$ cat src/rtl/md_issue_ctrl.sv
// md_issue_ctrl: D/E-side initiator for the multiply/divide unit.
// Issues MDUOp/MTHILO pulses, tracks MDU latency and stalls D.
module md_issue_ctrl #(
  parameter int MUL_LAT = 5,
  parameter int DIV_LAT = 10
) (
  input  logic        clk,
  input  logic        reset,
  input  logic        flush,
  input  logic        d_valid,
  input  logic [3:0]  d_op,
  input  logic [1:0]  d_mthilo,
  input  logic [1:0]  d_mfhilo,
  input  logic [31:0] d_a,
  input  logic [31:0] d_b,
  input  logic [31:0] mdu_hi,
  input  logic [31:0] mdu_lo,
  input  logic        mdu_busy,
  output logic        stall,
  output logic [3:0]  md_op,
  output logic [1:0]  md_mthilo,
  output logic [31:0] md_a,
  output logic [31:0] md_b,
  output logic        md_clr,
  output logic [31:0] rd_data,
  output logic        rd_valid,
  output logic        sync_err
);

  if (MUL_LAT < 1 || MUL_LAT > 15) begin : g_bad_mul
    $error("MUL_LAT must be 1..15");
  end
  if (DIV_LAT < 1 || DIV_LAT > 15) begin : g_bad_div
    $error("DIV_LAT must be 1..15");
  end

  localparam logic [3:0] OP_NONE = 4'hf;
  localparam logic [3:0] MUL_CNT = 4'(MUL_LAT);
  localparam logic [3:0] DIV_CNT = 4'(DIV_LAT);

  typedef enum logic [1:0] {
    IDLE,
    ISSUE,
    BUSY
  } state_t;

  state_t     state;
  state_t     state_nx;
  logic [3:0] cnt;
  logic [3:0] op_q;
  logic [1:0] mt_q;
  logic       flush_q;
  logic       accept;
  logic       acc_op;
  logic       acc_mt;
  logic       acc_mf;
  logic       is_div;
  logic       arith_q;

  // Priority op > mt > mf when decode sets more than one.
  assign accept = d_valid & (state == IDLE) & ~flush;
  assign acc_op = accept & (d_op != OP_NONE);
  assign acc_mt = accept & (d_op == OP_NONE)
                & (d_mthilo != 2'b00);
  assign acc_mf = accept & (d_op == OP_NONE)
                & (d_mthilo == 2'b00)
                & (d_mfhilo != 2'b00);

  assign arith_q = (op_q != OP_NONE);
  assign is_div  = (op_q[3:1] == 3'b001);

  assign stall  = d_valid & (state != IDLE) & ~flush;
  assign md_clr = flush;

  always_ff @(posedge clk) begin
    if (reset) state <= IDLE;
    else       state <= state_nx;
  end

  always_comb begin
    state_nx = state;
    if (flush) begin
      state_nx = IDLE;
    end else begin
      unique case (state)
        IDLE:    if (acc_op | acc_mt) state_nx = ISSUE;
        ISSUE:   state_nx = arith_q ? BUSY : IDLE;
        BUSY:    if (cnt == 4'd1) state_nx = IDLE;
        default: state_nx = IDLE;
      endcase
    end
  end

  always_comb begin
    md_op     = OP_NONE;
    md_mthilo = 2'b00;
    if (state == ISSUE) begin
      md_op     = op_q;
      md_mthilo = mt_q;
    end
  end

  // Counter holds the remaining BUSY cycles, loaded as ISSUE ends.
  always_ff @(posedge clk) begin
    if (reset || flush)
      cnt <= '0;
    else if (state == ISSUE && arith_q)
      cnt <= is_div ? DIV_CNT : MUL_CNT;
    else if (state == BUSY)
      cnt <= cnt - 4'd1;
  end

  always_ff @(posedge clk) begin
    if (reset) begin
      op_q     <= OP_NONE;
      mt_q     <= 2'b00;
      md_a     <= '0;
      md_b     <= '0;
      rd_data  <= '0;
      rd_valid <= 1'b0;
      flush_q  <= 1'b0;
      sync_err <= 1'b0;
    end else begin
      rd_valid <= acc_mf;
      flush_q  <= flush;
      if (!flush && !flush_q
          && (mdu_busy != (state == BUSY)))
        sync_err <= 1'b1;
      if (acc_op) begin
        op_q <= d_op;
        mt_q <= 2'b00;
        md_a <= d_a;
        md_b <= d_b;
      end else if (acc_mt) begin
        op_q <= OP_NONE;
        mt_q <= d_mthilo;
        md_a <= d_a;
      end
      if (acc_mf)
        rd_data <= d_mfhilo[1] ? mdu_hi : mdu_lo;
    end
  end

endmodule
$ cat config.mk
export PLATFORM = sky130hd
export DESIGN_NAME = md_issue_ctrl
export DESIGN_NICKNAME = d
export VERILOG_FILES = /design/src/rtl/md_issue_ctrl.sv
export SDC_FILE = /design/constraint.sdc
export NUM_CORES = 1
export LEC_CHECK = 0
export BUFFER_PORTS_ARGS = -buffer_cell sky130_fd_sc_hd__buf_2
export CORE_MARGIN = 2
export CORE_UTILIZATION = 48
export DETAILED_ROUTE_END_ITERATION = 7
export PLACE_DENSITY = 0.93
export SLEW_MARGIN = 15
export SYNTH_ARGS = -nofsm -noshare
export SYNTH_HDL_FRONTEND = slang
export SYNTH_SLANG_ARGS = --single-unit
$ cat constraint.sdc
create_clock -name clk -period 4.8 [get_ports clk]
set_clock_uncertainty 0.15 [all_clocks]
set_input_delay 0 -clock clk [delete_from_list [all_inputs] [get_ports clk]]
set_output_delay 0 -clock clk [all_outputs]
set_load 0.005 [all_outputs]
==> results of run 1 <==
## logic make-up after synthesis
logic type,Yosys count,synth area share (%)
buf+inv,45,4.75
compound gates,118,17.7
simple gates,207,19.6
fa+ha+maj,2,0.562
mux,32,7.19
xor+xnor,2,0.393
flops,111,49.9
## synthesized netlist by cell type, drive strengths merged (3+ instances only)
library cell and count:
clkbuf 24, nand2b 8, o22ai 4, nor2b 4, inv 4, dfxtp 111
buf 17, nor2 44, nand2 135, and2 3, a211oi 33, a21oi 72
mux2i 32
## through the flow
stage	std cells	cell area (sq um)	utilization [%]	setup slack [ns]
after floorplan	517	4450	-	2.79
after global placement	838	5680	62.4	1.98
after detailed placement	838	5680	62.4	1.89
==> metrics.txt, run 1 <==
Synth top area share 49.9%; Initial Util between 40% and 50%; post-synth cell types 36; sequential area share after synthesis 49.9%; ys flop type dfxtp_1; Syn. warnings 0; Die Ht between 100 and 150 microns; routability cong. 0.875; row count 35; syn_nets 660; syn avg cell area 8.62 sq um; Root Driver clkbuf_8; DP Wirelength 8.83 mm; TritonCTS buffer count 9; status did not finish; maximum root-to-sink buffer count 2; Synth Instances 517; Post-Syn Area 4450 sq um; post-CTS sizing 0; First Err [ERROR RSZ-0060] Max buffer count reached.; FFs w/ async S/R, synth 0%; Post-synth EDFFs 0; Yosys reg bits 111; Ports 247; H-tree level count 3; Die X-Extent 100 microns; Stopped at 4_1_cts; Setup Buffers After CTS 0; top cells by area, synth dfxtp_1, nand2_1, a21oi_1; dominant cell type by area after synthesis dfxtp_1; cts hold-fix bufs 173; CTS sink cnt 111; I/O Buffers about 250
==> run 2: changes to the inputs <==
CORE_UTILIZATION = 40   (was 48)
PLACE_DENSITY = unset   (was 0.93)
PLACE_DENSITY_LB_ADDON = 0.15   (was unset)
==> metrics.txt, run 2 <==
status finished with violations; failing checks hold timing; Largest regs md_a (32), md_b (32), rd_data (32); VDD IR max 0.164 mV; vias in the first global route 4809; die area 12000 sq um; syn avg cell area 8.62 sq um; Post-Syn Area about 4500 sq um; Slew Viols, Final 0; kind of critical path reg2reg; Final setup viols 0; xor/xnor share of the synthesized area less than 1%; kind of cell adding the most delay to the critical path simple AND/OR/NAND/NOR gates; TritonCTS buffer count 9; M1 WL 5.52 mm; RSZ-0062 raised after global routing no; slew margin rel. 24.0%; dominant cell type by area after synthesis dfxtp_1; top cells by area, synth dfxtp_1, nand2_1, a21oi_1; Initial Util 41.1%; max incr delay on CP 0.92 ns; complex-gate fraction of the synthesized area 17.7%; CTS clk-pin slew, worst paths roughly 0.10 ns; Root Driver clkbuf_8; most common cell after layout, fill and taps aside buf_2; Buf/Inv on CP 0; CP Depth 4; H-tree level count 3; # DRC 0; row count 38; TNS Setup 0 ns; worst setup path endpoint md_b[28]$_SDFFE_PP0N_; FFs w/ async S/R, synth 0%; most frequent cells in the layout buf_2, dlygate4sd3_1, nand2_1, dfxtp_1, a21oi_1; met3 wire length between 800 and 900 microns; Worst-Skew Late Latency 0.36 ns; fin crit share 59.6%; Avg Vias per Cell about 4.8; DP Wirelength 8.64 mm; top routing layer in use met4; sequential area share after synthesis 49.9%; antenna violations before repair 0; Routed Antenna Nets 0; count leader, synth nand2_1; worst hold slack -0.00444 ns; Multi-input gate area 2030 sq um; r2r setup slk 1.94 ns; area growth from synthesis to layout 63.5%; post-synthesis adder-cell area fraction 0.562%; Post-synth EDFFs 0; Yosys reg bits 111; ys flop type dfxtp_1; FF-to-FF Start state[1]$_SDFFE_PP0P_; GRT Util Overall 23.3%; WL met2 about 7.4 mm; Slew @ Worst Pin 1.14 ns; share of layout cells above drive strength 1 32.4%; vias post-DR 4913; Core Region about 11000 sq um; syn_nets between 600 and 700; Crit. End Element flip-flop; fillcell total 882; maximum root-to-sink buffer count 2; largest net degree at the start of global routing 66; WP data required 4.89 ns; capturing point of the worst reg2reg path md_b[28]$_SDFFE_PP0N_; FF/Latch Area around 2200 sq um; CTS sink cnt 111; Worst path most repeated cell nand2_1; post-route cell area approximately 7300 sq um; critical path cell sequence nor4b_1 > nand2_1 > nand2_1 > a21oi_1; fraction of the mapped netlist area in simple logic gates 19.6%; leak pwr approximately 0.0033 uW; FMAX 0.350 GHz; Worst Reg-to-Reg Cells 4; drt total wl 14.2 mm; post-synth cell types 36; P per Cell Area 252 nW/um^2; crit path DAT 2.95 ns; Ports 247; CP Launch Type flip-flop; I/O Buffers 246; initial drt markers approximately 250; Tmin final 2.86 ns; Hold Crit Class in2reg; global-route wire length before repair roughly 22 mm; area of placed instances 5700 sq um; Die X-Extent 110 microns; Commonest cells post-synth nand2_1, dfxtp_1, a21oi_1; routability cong. approximately 0.77; Critical Path Source state[1]$_SDFFE_PP0P_; Die Ht 110 microns; diodes inserted 0; Syn. warnings 0; Tot Pwr about 1800 uW; average wire per standard cell 13.9 microns; largest family of logic cells by synthesized area simple AND/OR/NAND/NOR gates; mux contribution to synthesized area under 10%; crit path max fanout 32; DRT Pass-1 Iters 4; Fin. Hold Viols 1; Synth top area share 49.9%; CTS tree done; Synth Instances 517; Max stage delay cell, worst path nand2_1; MaxCap Viol Count 0; nets 1017; Congestion Overflow GR 0
-- run 2: cell counts after synthesis --
No cell type changed its count.
-- run 2: logic make-up after synthesis --
logic type	after synthesis
AND/OR/NAND/NOR	207
flip-flops	111
multiplexers	32
buffers and inverters	45
AO/OA/AOI/OAI	118
adder cells (fa/ha/maj)	2
XOR/XNOR	2
-- run 2: metrics by stage --
| step | worst slack (ns) | util [%] | std cells |
|---|---|---|---|
| after floorplan | 2.79 | - | 517 |
| after global placement | 1.96 | 52.6 | 865 |
| after detailed placement | 1.88 | 52.6 | 865 |
| after CTS | 1.90 | 67.0 | 1018 |
| after global routing | 1.55 | 67.2 | 1019 |
| final | 1.94 | 67.2 | 1019 |
-- run 2: what timing repair did --
action | in CTS | in global routing
gates resized for setup | 0 | 0
setup buffers | 0 | 0
hold endpoints to repair | 110 | 0
hold buffers | 137 | 0
-- run 2: worst min-delay path by stage --
stage,from,endpoint,slack [ns],depth (start not counted)
final,reset,rd_valid$_SDFF_PP0_,-0.004,2
after global routing,reset,rd_valid$_SDFF_PP0_,0.04,2
after CTS,reset,rd_valid$_SDFF_PP0_,0.004,2
after detailed placement,d_b[6],md_b[6]$_SDFFE_PP0N_,0.1,3
after global placement,d_a[8],md_a[8]$_SDFFE_PP0P_,0.09,3
after floorplan,flush,stall,-0.12,1
-- run 2: final cells by class --
| cell class | instances | area share (%) |
|---|---|---|
| Tap cell | 140 | 2.41 |
| Multi-Input combinational cell | 361 | 27.9 |
| Timing Repair Buffer | 387 | 36.3 |
| Inverter | 4 | 0.206 |
| Sequential cell | 111 | 30.5 |
| Clock inverter | 3 | 0.584 |
| Clock buffer | 13 | 2.05 |
-- run 2: where the power goes --
group | leakage (uW) | internal, uW | total, uW | switching, uW
Clock | 0.0000936 | 256 | 559 | 303
Combinational | 0.00228 | 179 | 311 | 132
Sequential | 0.000902 | 950 | 966 | 15.6
-- run 2: metal layers --
layer,vias to the layer above,track usage [%]
met5,-,0
met4,0,10.5
met3,41,5.16
met2,175,41.8
met1,2255,26.4
li1,2442,-
Power figures use the tool's default switching activity.
